===== src/rtl/rv32_pipe_pkg.sv =====
// Shared encodings for the RV32I multicycle pipe stages: stage FSM states
// and funct3 load/store size codes.
package rv32_pipe_pkg;

    typedef enum logic [2:0] {
        S_IDLE      = 3'd0,
        S_WAIT_BEF  = 3'd1,
        S_ACCESS    = 3'd2,
        S_SENDING   = 3'd3,
        S_WAIT_SEND = 3'd4
    } pipe_state_t;

    localparam logic [2:0] F3_B  = 3'b000;
    localparam logic [2:0] F3_H  = 3'b001;
    localparam logic [2:0] F3_W  = 3'b010;
    localparam logic [2:0] F3_BU = 3'b100;
    localparam logic [2:0] F3_HU = 3'b101;

endpackage


===== src/rtl/mem_lane_align.sv =====
// Byte-lane steering for the memory stage: store strobes and replicated write
// data, plus load byte/half extraction with sign or zero extension.
module mem_lane_align
    import rv32_pipe_pkg::*;
(
    input  logic [1:0]  i_offset,
    input  logic [2:0]  i_funct3,
    input  logic [31:0] i_sdata,
    input  logic [31:0] i_rdata,
    output logic [3:0]  o_wstrb,
    output logic [31:0] o_wdata,
    output logic [31:0] o_ldata
);

    logic [31:0] w_shifted;

    // Bring the addressed byte/half down to lane 0 before extending.
    assign w_shifted = i_rdata >> {i_offset, 3'b000};

    // NOTE: every output gets a default first so no path through the case infers a latch.
    always_comb begin
        o_wstrb = 4'b1111;
        o_wdata = i_sdata;
        o_ldata = i_rdata;
        case (i_funct3)
            F3_B, F3_BU: begin
                o_wstrb = 4'b0001 << i_offset;
                o_wdata = {4{i_sdata[7:0]}};
                o_ldata = {{24{(i_funct3 == F3_B) & w_shifted[7]}}, w_shifted[7:0]};
            end
            F3_H, F3_HU: begin
                o_wstrb = 4'b0011 << i_offset;
                o_wdata = {2{i_sdata[15:0]}};
                o_ldata = {{16{(i_funct3 == F3_H) & w_shifted[15]}}, w_shifted[15:0]};
            end
            default: ;
        endcase
    end

endmodule


===== src/rtl/mem_access_stage.sv =====
// Memory stage of the multicycle RV32I pipe: latches an execute result, runs the
// data-memory access over req/ack, hands wb_* to writeBack. Option: MEM_MISALIGN_CHECK_EN.
module mem_access_stage
    import rv32_pipe_pkg::*;
#(
    parameter int XLEN    = 32,
    parameter int REG_IDX = 5
) (
    input  logic               clk,
    input  logic               rst,
    input  logic               startSig,
    input  logic               beforePipReadyToSend,
    input  logic               nextPipReadyToRcv,
    output logic               curPipReadyToRcv,
    output logic               curPipReadyToSend,
    input  logic               ex_valid,
    input  logic [REG_IDX-1:0] ex_rd,
    input  logic [XLEN-1:0]    ex_alu,
    input  logic [XLEN-1:0]    ex_sdata,
    input  logic               ex_ld,
    input  logic               ex_st,
    input  logic [2:0]         ex_funct3,
    output logic               mem_req,
    output logic               mem_we,
    output logic [XLEN-1:0]    mem_addr,
    output logic [XLEN-1:0]    mem_wdata,
    output logic [3:0]         mem_wstrb,
    input  logic               mem_ack,
    input  logic [XLEN-1:0]    mem_rdata,
`ifdef MEM_MISALIGN_CHECK_EN
    output logic               misalign_o,
`endif
    output logic               wb_valid,
    output logic [REG_IDX-1:0] wb_idx,
    output logic [XLEN-1:0]    wb_val,
    output logic               wb_en_valid,
    output logic               wb_en_idx,
    output logic               wb_en_data
);

    pipe_state_t        r_state;
    pipe_state_t        w_next_state;
    pipe_state_t        w_accept_state;
    logic               w_accept;
    logic               w_sending;
    logic               w_misalign;
    logic [XLEN-1:0]    w_ldata;

    logic [REG_IDX-1:0] r_rd;
    logic [XLEN-1:0]    r_addr;
    logic [XLEN-1:0]    r_sdata;
    logic [XLEN-1:0]    r_val;
    logic [2:0]         r_funct3;
    logic               r_ld;
    logic               r_st;
    logic               r_wb_valid;

`ifdef MEM_MISALIGN_CHECK_EN
    logic               r_misalign;

    assign w_misalign = (ex_ld | ex_st) &
                        ((((ex_funct3 == F3_H) | (ex_funct3 == F3_HU)) & ex_alu[0]) |
                         ((ex_funct3 == F3_W) & (ex_alu[1:0] != 2'b00)));
    assign misalign_o = w_sending & r_misalign;

    always_ff @(posedge clk) begin
        if (w_accept) r_misalign <= w_misalign;
    end
`else
    assign w_misalign = 1'b0;
`endif

    mem_lane_align u_lane_align (
        .i_offset (r_addr[1:0]),
        .i_funct3 (r_funct3),
        .i_sdata  (r_sdata),
        .i_rdata  (mem_rdata),
        .o_wstrb  (mem_wstrb),
        .o_wdata  (mem_wdata),
        .o_ldata  (w_ldata)
    );

    always_ff @(posedge clk) begin
        if (rst) r_state <= S_IDLE;
        else     r_state <= w_next_state;
    end

    always_comb begin
        w_sending         = (r_state == S_SENDING) | (r_state == S_WAIT_SEND);
        curPipReadyToSend = w_sending;
        curPipReadyToRcv  = (r_state == S_WAIT_BEF) | (w_sending & nextPipReadyToRcv);
        w_accept          = curPipReadyToRcv & beforePipReadyToSend;
        w_accept_state    = ((ex_ld | ex_st) & ~w_misalign) ? S_ACCESS : S_SENDING;
        mem_req           = (r_state == S_ACCESS);
        mem_we            = mem_req & r_st;
        wb_en_valid       = w_sending & nextPipReadyToRcv;
        wb_en_idx         = wb_en_valid;
        wb_en_data        = wb_en_valid;
        w_next_state      = r_state;
        case (r_state)
            S_IDLE:     if (startSig) w_next_state = S_WAIT_BEF;
            S_WAIT_BEF: if (w_accept) w_next_state = w_accept_state;
            S_ACCESS:   if (mem_ack)  w_next_state = S_SENDING;
            S_SENDING, S_WAIT_SEND: begin
                if (!nextPipReadyToRcv) w_next_state = S_WAIT_SEND;
                else if (w_accept)      w_next_state = w_accept_state;
                else                    w_next_state = S_WAIT_BEF;
            end
            default:    w_next_state = S_IDLE;
        endcase
    end

    // NOTE: transaction registers carry no reset; the FSM guarantees they are
    // written before anything downstream can observe them.
    always_ff @(posedge clk) begin
        if (w_accept) begin
            r_rd       <= ex_rd;
            r_addr     <= ex_alu;
            r_sdata    <= ex_sdata;
            r_funct3   <= ex_funct3;
            r_ld       <= ex_ld;
            r_st       <= ex_st;
            r_wb_valid <= ex_valid & ~ex_st & ~w_misalign;
            r_val      <= ex_alu;
        end else if (mem_req && mem_ack && r_ld) begin
            r_val      <= w_ldata;
        end
    end

    assign mem_addr = {r_addr[XLEN-1:2], 2'b00};
    assign wb_valid = w_sending & r_wb_valid;
    assign wb_idx   = r_rd;
    assign wb_val   = r_val;

endmodule


===== config.mk =====
export PLATFORM = sky130hd
export DESIGN_NAME = mem_access_stage
export DESIGN_NICKNAME = d
export VERILOG_FILES = /design/src/rtl/rv32_pipe_pkg.sv /design/src/rtl/mem_lane_align.sv /design/src/rtl/mem_access_stage.sv
export SDC_FILE = /design/constraint.sdc
export NUM_CORES = 1
export LEC_CHECK = 0
export ABC_CLOCK_PERIOD_IN_PS = 6640
export CAP_MARGIN = 20
export CORE_ASPECT_RATIO = 0.9
export CORE_MARGIN = 4
export CORE_UTILIZATION = 46
export DETAILED_ROUTE_END_ITERATION = 8
export GPL_TIMING_DRIVEN = 0
export HOLD_SLACK_MARGIN = 0.1
export PLACE_DENSITY = 0.86
export SLEW_MARGIN = 20
export SYNTH_ARGS = -nofsm -noshare
export SYNTH_HDL_FRONTEND = slang
export SYNTH_SLANG_ARGS = --single-unit

===== constraint.sdc =====
create_clock -name clk -period 6.64 [get_ports clk]
set_clock_uncertainty 0.1 [all_clocks]
set_input_delay 1.328 -clock clk [delete_from_list [all_inputs] [get_ports clk]]
set_output_delay 1.328 -clock clk [all_outputs]
set_load 0.02 [all_outputs]

==> flow_metrics.tcl <==
set metrics [dict create \
    root_buffer "clkbuf_16" \
    ir_drop_uv 181.0 \
    yosysTopAreaCell "edfxtp_1" \
    outcome "complete, no violations" \
    instances_no_fill 820 \
    post_cts_buffers 0 \
    hold_class "reg2reg" \
    synth.distinct_cells 47 \
    async_reset_ff_share_pct 0 \
    grt_usage_pct 23.71 \
    syn_area_sq_um 5384 \
    initial_core_util_pct 47.08 \
    grt_start_max_net_pins 58 \
    p_leak_nw 2.865 \
    drtAntennaViolNets 0 \
    synth_area_leaders "edfxtp_1 60%, buf_4 5.9%, mux2_2 4.8%" \
    synth-main-ff-cell "edfxtp_1" \
    fmax_mhz 205.7 \
    overflow 0 \
    min_period_over_period_pct 73.20 \
    p_per_area_nw_per_um2 266.5 \
    ys_ff_latch 110 \
    gp_congestion 0.8701 \
    cp.required_ps 5210 \
    hpwl_um 12580 \
    startpoint_type "input pin" \
    io_buffers 223 \
    synthCells 422 \
    cap_violations 0 \
    first_pass_iters 5 \
    cts_resized 0 \
    drv_slew 0 \
    syn_to_final_growth_pct 50.87 \
    grt_pass1_vias 4570 \
    synth_seq_area_share_pct 60.79 \
    relSlewSlack_pct 39.91 \
    grt_first_pass_wirelength_um 24560 \
    core.rowCount 37 \
    synth_enable_flop_cells 107 \
    cts_htree_levels 3 \
    die_area_sq_um 13500 \
    post_drt_wl_per_cell_um 20.06 \
    nets 771 \
    synth.most_common_cell "edfxtp_1" \
    rsz0062_at_grt "no" \
    cts_tree "done" \
    cp.arrival_ps 3430 \
    ioPinCount 226 \
    clk_path_buf_depth 2 \
    yosys-top-cells-count "107 x edfxtp_1, 42 x buf_4, 24 x a22oi_1" \
    clkSlewWorstSetupHoldPaths_ps 70 \
    vias 4428 \
    drive_gt1_share_pct 16.14 \
    crit_fanout 10 \
    worst-setup-path-type "in2out" \
    dp.cells 803 \
    tightestPinTransition_ps 901.3 \
    clkSinkCount 110 \
    fin_tns_setup_ps 0 \
    avgSynthCellArea_sq_um 12.76 \
    crit_path_end_kind "output port" \
    drt-vias-per-instance 5.400 \
    route.final.wire_length_um 16450 \
    die_width_um 122.0 \
    drcViolationCount 0 \
    yosysWarnings 0 \
    fp.dieH_um 110.6 \
    ctsHoldBuffers 0 \
    core_area_sq_um 11430 \
    fill_cells 812 \
    finalHoldViolCount 0 \
    clock_latency_ps 350 \
    cts_buffers 9 \
    antenna_found_initial 1 \
    yosys.area.top_type_share_pct 59.68 \
    setup_viol 0 \
    drtIter0Drc 506 \
    period_needed_ps 4860 \
]
==> flip-flops by register name (all words and copies together) (netlist names) <==
| name | cells |
|---|---|
| r_state | 3 |
| wb_idx | 5 |
| wb_val | 32 |
| r_funct3 | 3 |
| r_wb_valid | 1 |
| r_ld | 1 |
| r_sdata | 32 |
| r_st | 1 |
| r_addr | 32 |
==> layout by cell type, fill, tap and decap left out, drive strengths merged, types with 14 or more instances in the layout <==
cell	synthesis	layout
edfxtp	107	107
o21ai	14	14
mux2	23	23
o22ai	19	19
a22oi	24	24
nor3	23	23
nor2	19	19
buf	55	56
clkbuf	17	26
clkdlybuf4s50	0	223
==> final timing paths <==
path	startpoint	to	slack (ps)	cells after the start
worst max-delay path	nextPipReadyToRcv	curPipReadyToRcv	1780	6
worst min-delay path	r_state[0]	r_state[1]	730	4
worst max register to register	r_state[1]	wb_val[31]	3710	6
worst min register to register	r_state[0]	r_state[1]	730	4
==> worst max-delay path, cell delays in order <==
cell,delay (ps)
clkdlybuf4s50_1,560
nand2b_1,260
a32oi_4,340
inv_2,140
buf_2,220
clkdlybuf4s50_1,580
==> where the power goes <==
group	total [mW]	switching (mW)	internal (mW)	leakage [nW]
Combinational	0.748	0.405	0.342	1.71
Sequential	0.912	0.0283	0.884	1.01
Clock	0.504	0.248	0.256	0.140
Total	2.16	0.682	1.48	2.86
==> area by class of cell <==
class | instances | area, sq um | share of cell area (%)
diodes | 1 | 2.502 | 0.03081
plain buffers | 72 | 451.7 | 5.561
clock buffers | 9 | 225.2 | 2.773
clock inverters | 7 | 50.05 | 0.6161
inverters | 8 | 30.03 | 0.3697
multi-input cells | 233 | 1635 | 20.13
flip-flops and latches | 110 | 3273 | 40.30
well taps | 156 | 195.2 | 2.403
repair buffers | 224 | 2260 | 27.82
==> per-layer routing <==
layer  wire length [um]  share of wire, %  global-route usage, %
met5                  0                 0                      0
met4                524               3.2                  10.31
met3               1901                12                  7.988
met2               8008                49                  39.58
met1               6013                37                  27.63
==> logic make-up after synthesis <==
group | count (synthesis) | share of synthesized area, %
AO/OA/AOI/OAI | 97 | 13.08
buffers and inverters | 80 | 8.901
flip-flops | 110 | 60.79
multiplexers | 35 | 7.274
other | 1 | 0.06965
AND/OR/NAND/NOR | 99 | 9.877
==> per-stage QoR <==
| stage | power (mW) | setup WS (ps) | instance area, sq um | hold slack (ps) | util (%) |
|---|---|---|---|---|---|
| finish | 2.164 | 1780 | 8123 | 727.7 | 71.04 |
| global placement | 1.641 | 1226 | 7815 | 638.6 | 68.34 |
| global route | 2.253 | 1720 | 8123 | 785.4 | 71.04 |
| CTS | 2.176 | 1775 | 8120 | 698.1 | 71.01 |
| detailed placement | 1.673 | 1796 | 7845 | 684.3 | 68.61 |
| floorplan | 1.325 | 2581 | 5388 | 601.2 | - |
Note: power is estimated with default switching activity, not from simulation.
